[config.mk]
export PLATFORM = sky130hd
export DESIGN_NAME = rs_frame_arbiter
export DESIGN_NICKNAME = d
export VERILOG_FILES = /design/src/rtl/rs_frame_arbiter.sv
export SDC_FILE = /design/constraint.sdc
export NUM_CORES = 1
export LEC_CHECK = 0
export CAP_MARGIN = 10
export CORE_ASPECT_RATIO = 1.25
export CORE_MARGIN = 3
export CORE_UTILIZATION = 60
export DETAILED_ROUTE_END_ITERATION = 12
export DONT_BUFFER_PORTS = 1
export GPL_ROUTABILITY_DRIVEN = 0
export PLACE_DENSITY = 0.86
export SYNTH_ARGS = -nofsm -noshare
export SYNTH_HDL_FRONTEND = slang
export SYNTH_SLANG_ARGS = --single-unit
[constraint.sdc]
create_clock -name core_clk -period 4.2 [get_ports core_clk]
set_input_delay 0.84 -clock core_clk [delete_from_list [all_inputs] [get_ports core_clk]]
set_output_delay 0.84 -clock core_clk [all_outputs]
set_load 0.02 [all_outputs]
[src/rtl/rs_frame_arbiter.sv]
// rs_frame_arbiter: round-robin arbiter sharing one RS sync framer among NUM_CH encoders.
// A granted channel owns the output for exactly one codeword of PAYLOAD_LEN bytes.
module rs_frame_arbiter #(
    parameter int NUM_CH      = 4,
    parameter int PAYLOAD_LEN = 255,
    parameter int CH_W        = $clog2(NUM_CH),
    parameter int CNT_W       = $clog2(PAYLOAD_LEN)
) (
    input  logic                core_clk,
    input  logic                rst_n,
    input  logic                enable,
    input  logic [NUM_CH-1:0]   ch_enable,
    input  logic [NUM_CH*8-1:0] s_axis_tdata,
    input  logic [NUM_CH-1:0]   s_axis_tvalid,
    input  logic [NUM_CH-1:0]   s_axis_tlast,
    output logic [NUM_CH-1:0]   s_axis_tready,
    output logic [7:0]          m_axis_tdata,
    output logic                m_axis_tvalid,
    output logic                m_axis_tlast,
    input  logic                m_axis_tready,
    output logic [CH_W-1:0]     m_axis_tuser,
    output logic                busy,
    output logic                frame_done,
    output logic [CH_W-1:0]     frame_ch,
    output logic                tlast_err
);

    typedef enum logic {
        IDLE,
        XFER
    } state_t;

    state_t           state_q;
    logic [CH_W-1:0]  grant_q;
    logic [CH_W-1:0]  last_q;
    logic [CNT_W-1:0] cnt_q;
    logic             done_q;
    logic [CH_W-1:0]  fch_q;
    logic             terr_q;

    logic [NUM_CH-1:0] req;
    logic [CH_W-1:0]   pick_d;
    logic              found_d;
    logic              cnt_last;
    logic              hs;
    logic              tlast_in;
    logic [7:0]        ch_data [NUM_CH];

    function automatic logic [CH_W-1:0] wrap(input int v);
        return CH_W'((v >= NUM_CH) ? v - NUM_CH : v);
    endfunction

    assign req      = s_axis_tvalid & ch_enable;
    assign found_d  = |req;
    assign cnt_last = (cnt_q == CNT_W'(PAYLOAD_LEN - 1));
    assign hs       = m_axis_tvalid & m_axis_tready;
    assign tlast_in = s_axis_tlast[grant_q];

    // Scan from farthest to nearest so the nearest requester after last_q wins.
    always_comb begin
        pick_d = '0;
        for (int i = NUM_CH; i >= 1; i--) begin
            if (req[wrap(int'(last_q) + i)]) begin
                pick_d = wrap(int'(last_q) + i);
            end
        end
    end

    always_comb begin
        for (int i = 0; i < NUM_CH; i++) begin
            ch_data[i] = s_axis_tdata[8*i +: 8];
        end
    end

    always_comb begin
        m_axis_tdata  = '0;
        m_axis_tvalid = 1'b0;
        m_axis_tlast  = 1'b0;
        m_axis_tuser  = '0;
        s_axis_tready = '0;
        busy          = (state_q == XFER);
        if (state_q == XFER) begin
            m_axis_tdata           = ch_data[grant_q];
            m_axis_tvalid          = s_axis_tvalid[grant_q];
            m_axis_tlast           = cnt_last;
            m_axis_tuser           = grant_q;
            s_axis_tready[grant_q] = m_axis_tready;
        end
    end

    always_ff @(posedge core_clk or negedge rst_n) begin
        if (!rst_n) begin
            state_q <= IDLE;
            grant_q <= '0;
            last_q  <= CH_W'(NUM_CH - 1);
            cnt_q   <= '0;
            done_q  <= 1'b0;
            fch_q   <= '0;
            terr_q  <= 1'b0;
        end else begin
            done_q <= 1'b0;
            terr_q <= 1'b0;
            case (state_q)
                IDLE: begin
                    if (enable && found_d) begin
                        grant_q <= pick_d;
                        last_q  <= pick_d;
                        state_q <= XFER;
                    end
                end
                XFER: begin
                    if (hs) begin
                        terr_q <= (tlast_in != cnt_last);
                        if (cnt_last) begin
                            cnt_q   <= '0;
                            state_q <= IDLE;
                            done_q  <= 1'b1;
                            fch_q   <= grant_q;
                        end else begin
                            cnt_q <= cnt_q + 1'b1;
                        end
                    end
                end
                default: state_q <= IDLE;
            endcase
        end
    end

    assign frame_done = done_q;
    assign frame_ch   = fch_q;
    assign tlast_err  = terr_q;

endmodule

# Yosys cells after proc, flatten, opt, wreduce, memory -nomap -nowiden
# Cells that the tools add are included.
[totals]
reg_bits = 17
input_bits = 48
output_inout_bits = 21
wordCells = 80
[op_classes]
add_sub_neg = 9
order_cmp = 11
eq_ne = 2
muxes = 40
n_bitwise = 5
reduce_logical = 6
[op_table]
columns = ["operator", "n"]
rows = [
  ["$mux 8", 4],
  ["$mux 2", 9],
  ["$mux 1", 17],
  ["$bmux 8 s2", 1],
  ["$lt 2x3->1 const B", 5],
  ["$bmux 1 s2", 6],
  ["$ge 3x3->1 const B", 4],
  ["$add 8x1->8 const B", 1],
  ["$and 4x4->4", 2],
  ["$eq 8x8->1 const B", 1],
  ["$sub 2x1->2 const B", 4],
  ["$add 2x2->3 const B", 2],
  ["$add 2x3->4 const B", 1],
  ["$ge 4x3->1 const B", 1],
  ["$mux 4", 1],
  ["$reduce_and 2->1", 2],
  ["$reduce_or 4->1", 1],
  ["$add 2x1->3 const B", 1],
  ["$not 2->3", 1],
  ["$reduce_and 3->1", 1],
  ["$demux 1 s2", 1],
  ["$ge 2x1->1 const B", 1],
  ["$logic_and 1x1->1", 2],
  ["$pmux 1 s2", 1],
  ["other kinds (3)", 3],
]

# Logic depth before layout (Yosys ltp)
[logic_depth]
ltp_word = 9
mapped_depth = 6
ltp_nobuf = 6

# Worst setup path before layout
# Ideal clock, no wire load.
[synth_timing]
path_kind = "input-to-output"
start = "input port m_axis_tready"
end = "output port s_axis_tready[0]"
arrival_time_ns = 1.724
required_ns = 3.360
slack_ns = 1.636
stages = 3
path_cell_list = "and2_1 > clkbuf_1 > nor3b_1"
[synth_via]
elab_chain_len = 2
[synth_lines]
columns = ["element", "line", "source"]
rows = [
  ["from (decl)", "20", "input logic m_axis_tready,"],
  ["$and 4x4->4 (no source line)", "n/a", ""],
  ["$mux 4", "82", "if (state_q == XFER) begin"],
  ["to (decl)", "16", "output logic [NUM_CH-1:0] s_axis_tready,"],
]
# No other way between the ends.

# Final worst setup path
[layout_timing]
start = "register state_q (netlist: busy)"
end = "output port s_axis_tready[0]"
[layout_via]
elab_chain_len = 1
[layout_lines]
columns = ["element", "line", "source"]
rows = [
  ["from (decl)", "33", "state_t state_q;"],
  ["from (signal assigned)", "93", "state_q <= IDLE;"],
  ["from (signal assigned)", "108", "state_q <= XFER;"],
  ["from (signal assigned)", "116", "state_q <= IDLE;"],
  ["$mux 4", "82", ""],
]
# No other way between the ends.

==> metrics.md <==
| Metric | Value |
|---|---|
| RSZ-0062 raised after global routing | `false` |
| WS Path Type | `reg -> out` |
| Layout cells sized above 1 | `0.131` |
| Yosys Warn Count | `0` |
| Post-DR wirelength/cell | `roughly 20 um` |
| Iteration-0 DRC Markers | `16` |
| Clock Latency Late Sink | `0.29 ns` |
| Die width | `46.8 um` |
| Syn Nets | `174` |
| Pins Over Slew Limit | `0` |
| Max-slew headroom | `0.541` |
| Routed vias | `1004` |
| Clk pin slew, worst setup/hold paths | `0.10 ns` |
| Overall Global Routing Usage | `0.216` |
| Footprint of the multi-input gates | `slightly below 800 um2` |
| Status | `finished, final reports clean` |
| Worst r2r src | `grant_q[1]` |
| Post-CTS sizing | `0` |
| Vias in the first global route | `1041` |
| CP arrival | `1.98 ns` |
| Drt drc | `0` |
| # fillers | `~150` |
| Most common cell after layout, fill and taps aside | `and2_1` |
| Clock sink count | `17` |
| Fmax | `0.354 GHz` |
| Max-Cap Viols | `0` |
| Final Hold Viols | `0` |
| CP Max Fanout | `17` |
| Register area | `428 um2` |
| #FFs+latches synth | `17` |
| Commonest non-fill, non-tap cells in the layout | `and2_1, dfrtp_1, nor2_1` |
| Synth cell types | `36` |
| WL final | `around 2.9 mm` |
| Fin Hold WS | `0.232 ns` |
| Antenna-violating nets left | `0` |
| Critical path capture point type | `output port` |
| Req. time, crit path | `3.36 ns` |
| Peak supply drop | `0.410 mV` |
| Hold WC Path Type | `in -> async` |
| Setup TNS | `0 ns` |
| Initial antenna violation count | `0` |
| Floorplan core area | `1870 um2` |
| Register area share after synthesis | `0.343` |
| # IOs | `69` |
| Leakage | `~0.00054 uW` |
| Worst-Margin Slew | `0.687 ns` |
| Remaining global-route overflow | `0` |
| Nets@finish | `173` |
| Area growth syn-to-layout | `1.30%` |
| First-pass GRT wire length | `approximately 4.3 mm` |
| DIE AREA | `approximately 2700 um2` |
| # diodes | `0` |
| Initial Utilization | `0.667` |
| Largest net degree at the start of global routing | `18` |
| TritonCTS clock tree | `yes` |
| Fin util | `0.676` |
| Hold_buf cts | `0` |
| Die span in y | `57.0 um` |
| Reg2reg setup slack | `2.13 ns` |
| Critical path startpoint category | `flip-flop` |
| Clock root buffer master | `clkbuf_4` |
| Period utilisation layout | `0.672` |
| Reg2Reg Depth | `4` |
| Final setup fails | `0` |
| Synthesized area per cell | `10.1 um2` |
| Reg-to-Reg End | `cnt_q[4]` |
| Final HPWL DP | `2.31 mm` |
| # port buffers | `0` |
| Minimum clock period | `2.82 ns` |
| Drt first pass iters | `4` |
| Power per cell area | `631 nW/um2` |
| Mean number of vias per cell | `7.12` |
| Post-CTS setup buffers | `0` |
| Clk_skew | `a little over 0.005 ns` |
| Total CTS buffers | `3` |
| Cell area after synthesis | `1250 um2` |
| H-tree depth reported by CTS | `1` |
| Clock Tree Buf Depth | `2` |
| Site Rows | `17` |
| Post-synthesis cell count | `between 100 and 150` |
sequential cells by signal (all words and copies together) (netlist names):
register / cells
busy: 1
cnt_q: 8
tlast_err: 1
frame_done: 1
frame_ch: 2
grant_q: 2
last_q: 2
worst max-delay path by stage:
stage                        startpoint               end  slack [ns]  cells past startpoint
after floorplan           m_axis_tready  s_axis_tready[0]        1.64                      3
after global placement    m_axis_tready  s_axis_tready[0]        1.66                      2
after detailed placement  m_axis_tready  s_axis_tready[0]        1.63                      2
after CTS                          busy  s_axis_tready[0]        1.36                      2
after global routing         grant_q[0]   m_axis_tdata[1]        1.24                      2
final                              busy  s_axis_tready[0]        1.38                      2
cell usage after synthesis, drive strengths merged:
cell type	n	area share
nor3	3	0.012
xnor2	1	0.0070
a222oi	1	0.0080
and3	5	0.033
a21oi	4	0.016
a2bb2oi	1	0.0070
and4	1	0.0070
nand4	2	0.010
dfstp	2	0.042
nor2b	1	0.0050
nand3	4	0.016
o22ai	1	0.0050
o21ai	5	0.020
a21o	3	0.018
mux4	10	0.19
o22a	2	0.014
ha	2	0.020
o41ai	1	0.0070
a41oi	1	0.0070
nor3b	1	0.0060
clkbuf	2	0.0060
a211oi	1	0.0060
nor2	13	0.039
buf	4	0.021
o31ai	2	0.012
o21a	2	0.012
dfrtp	15	0.30
a22oi	1	0.0060
nand2	10	0.030
mux2	2	0.018
and2	16	0.080
inv	3	0.0090
nand2b	2	0.010
critical path, cell delays in order, from the launching register on:
cell and delay [ns]:
dfrtp_1 0.70, and2_1 0.37, nor3b_1 0.62
metrics by stage:
stage          instances  setup WS [ns]  total power (uW)  instance area (um2)
3_5_place_dp         137           1.63               718                 1240
3_3_place_gp         137           1.66               698                 1240
6_report             141           1.38               798                 1260
4_1_cts              141           1.36               802                 1260
5_1_grt              141           1.24               857                 1260
2_1_floorplan        124           1.64               671                 1250
logic make-up (layout without fill, tap and decap cells):
| group | after synthesis | after routing | synth area share |
|---|---|---|---|
| buffers and inverters | 9 | 7 | 0.0361 |
| muxes | 12 | 12 | 0.207 |
| DFF | 17 | 17 | 0.343 |
| adders and majority gates | 2 | 2 | 0.0200 |
| and+or+nand+nor | 58 | 58 | 0.249 |
| xor gates and xnor gates | 1 | 1 | 0.00702 |
| AOI/OAI and AO/OA | 25 | 25 | 0.138 |
layout make-up:
cell class                      instances  share of cell area
Inverter                                3             0.00890
Sequential cell                        17               0.338
Multi-Input combinational cell         98               0.613
Tap cell                               19              0.0188
Clock buffer                            4              0.0208
layer usage:
layer | track usage | wire length (um) | vias to the layer above
met5 | 0 | 0 | -
met3 | 0.0442 | 198 | 8
met4 | 0.0870 | 77 | 0
met2 | 0.384 | 1590 | 57
met1 | 0.236 | 1000 | 482
li1 | - | - | 457
power by group:
part / switching (uW) / internal (uW)
Combinational: 206 / 181
Sequential: 110 / 216
Clock: 49.2 / 36.9
Total: 364 / 434
Note: power is estimated with default switching activity, not from simulation.
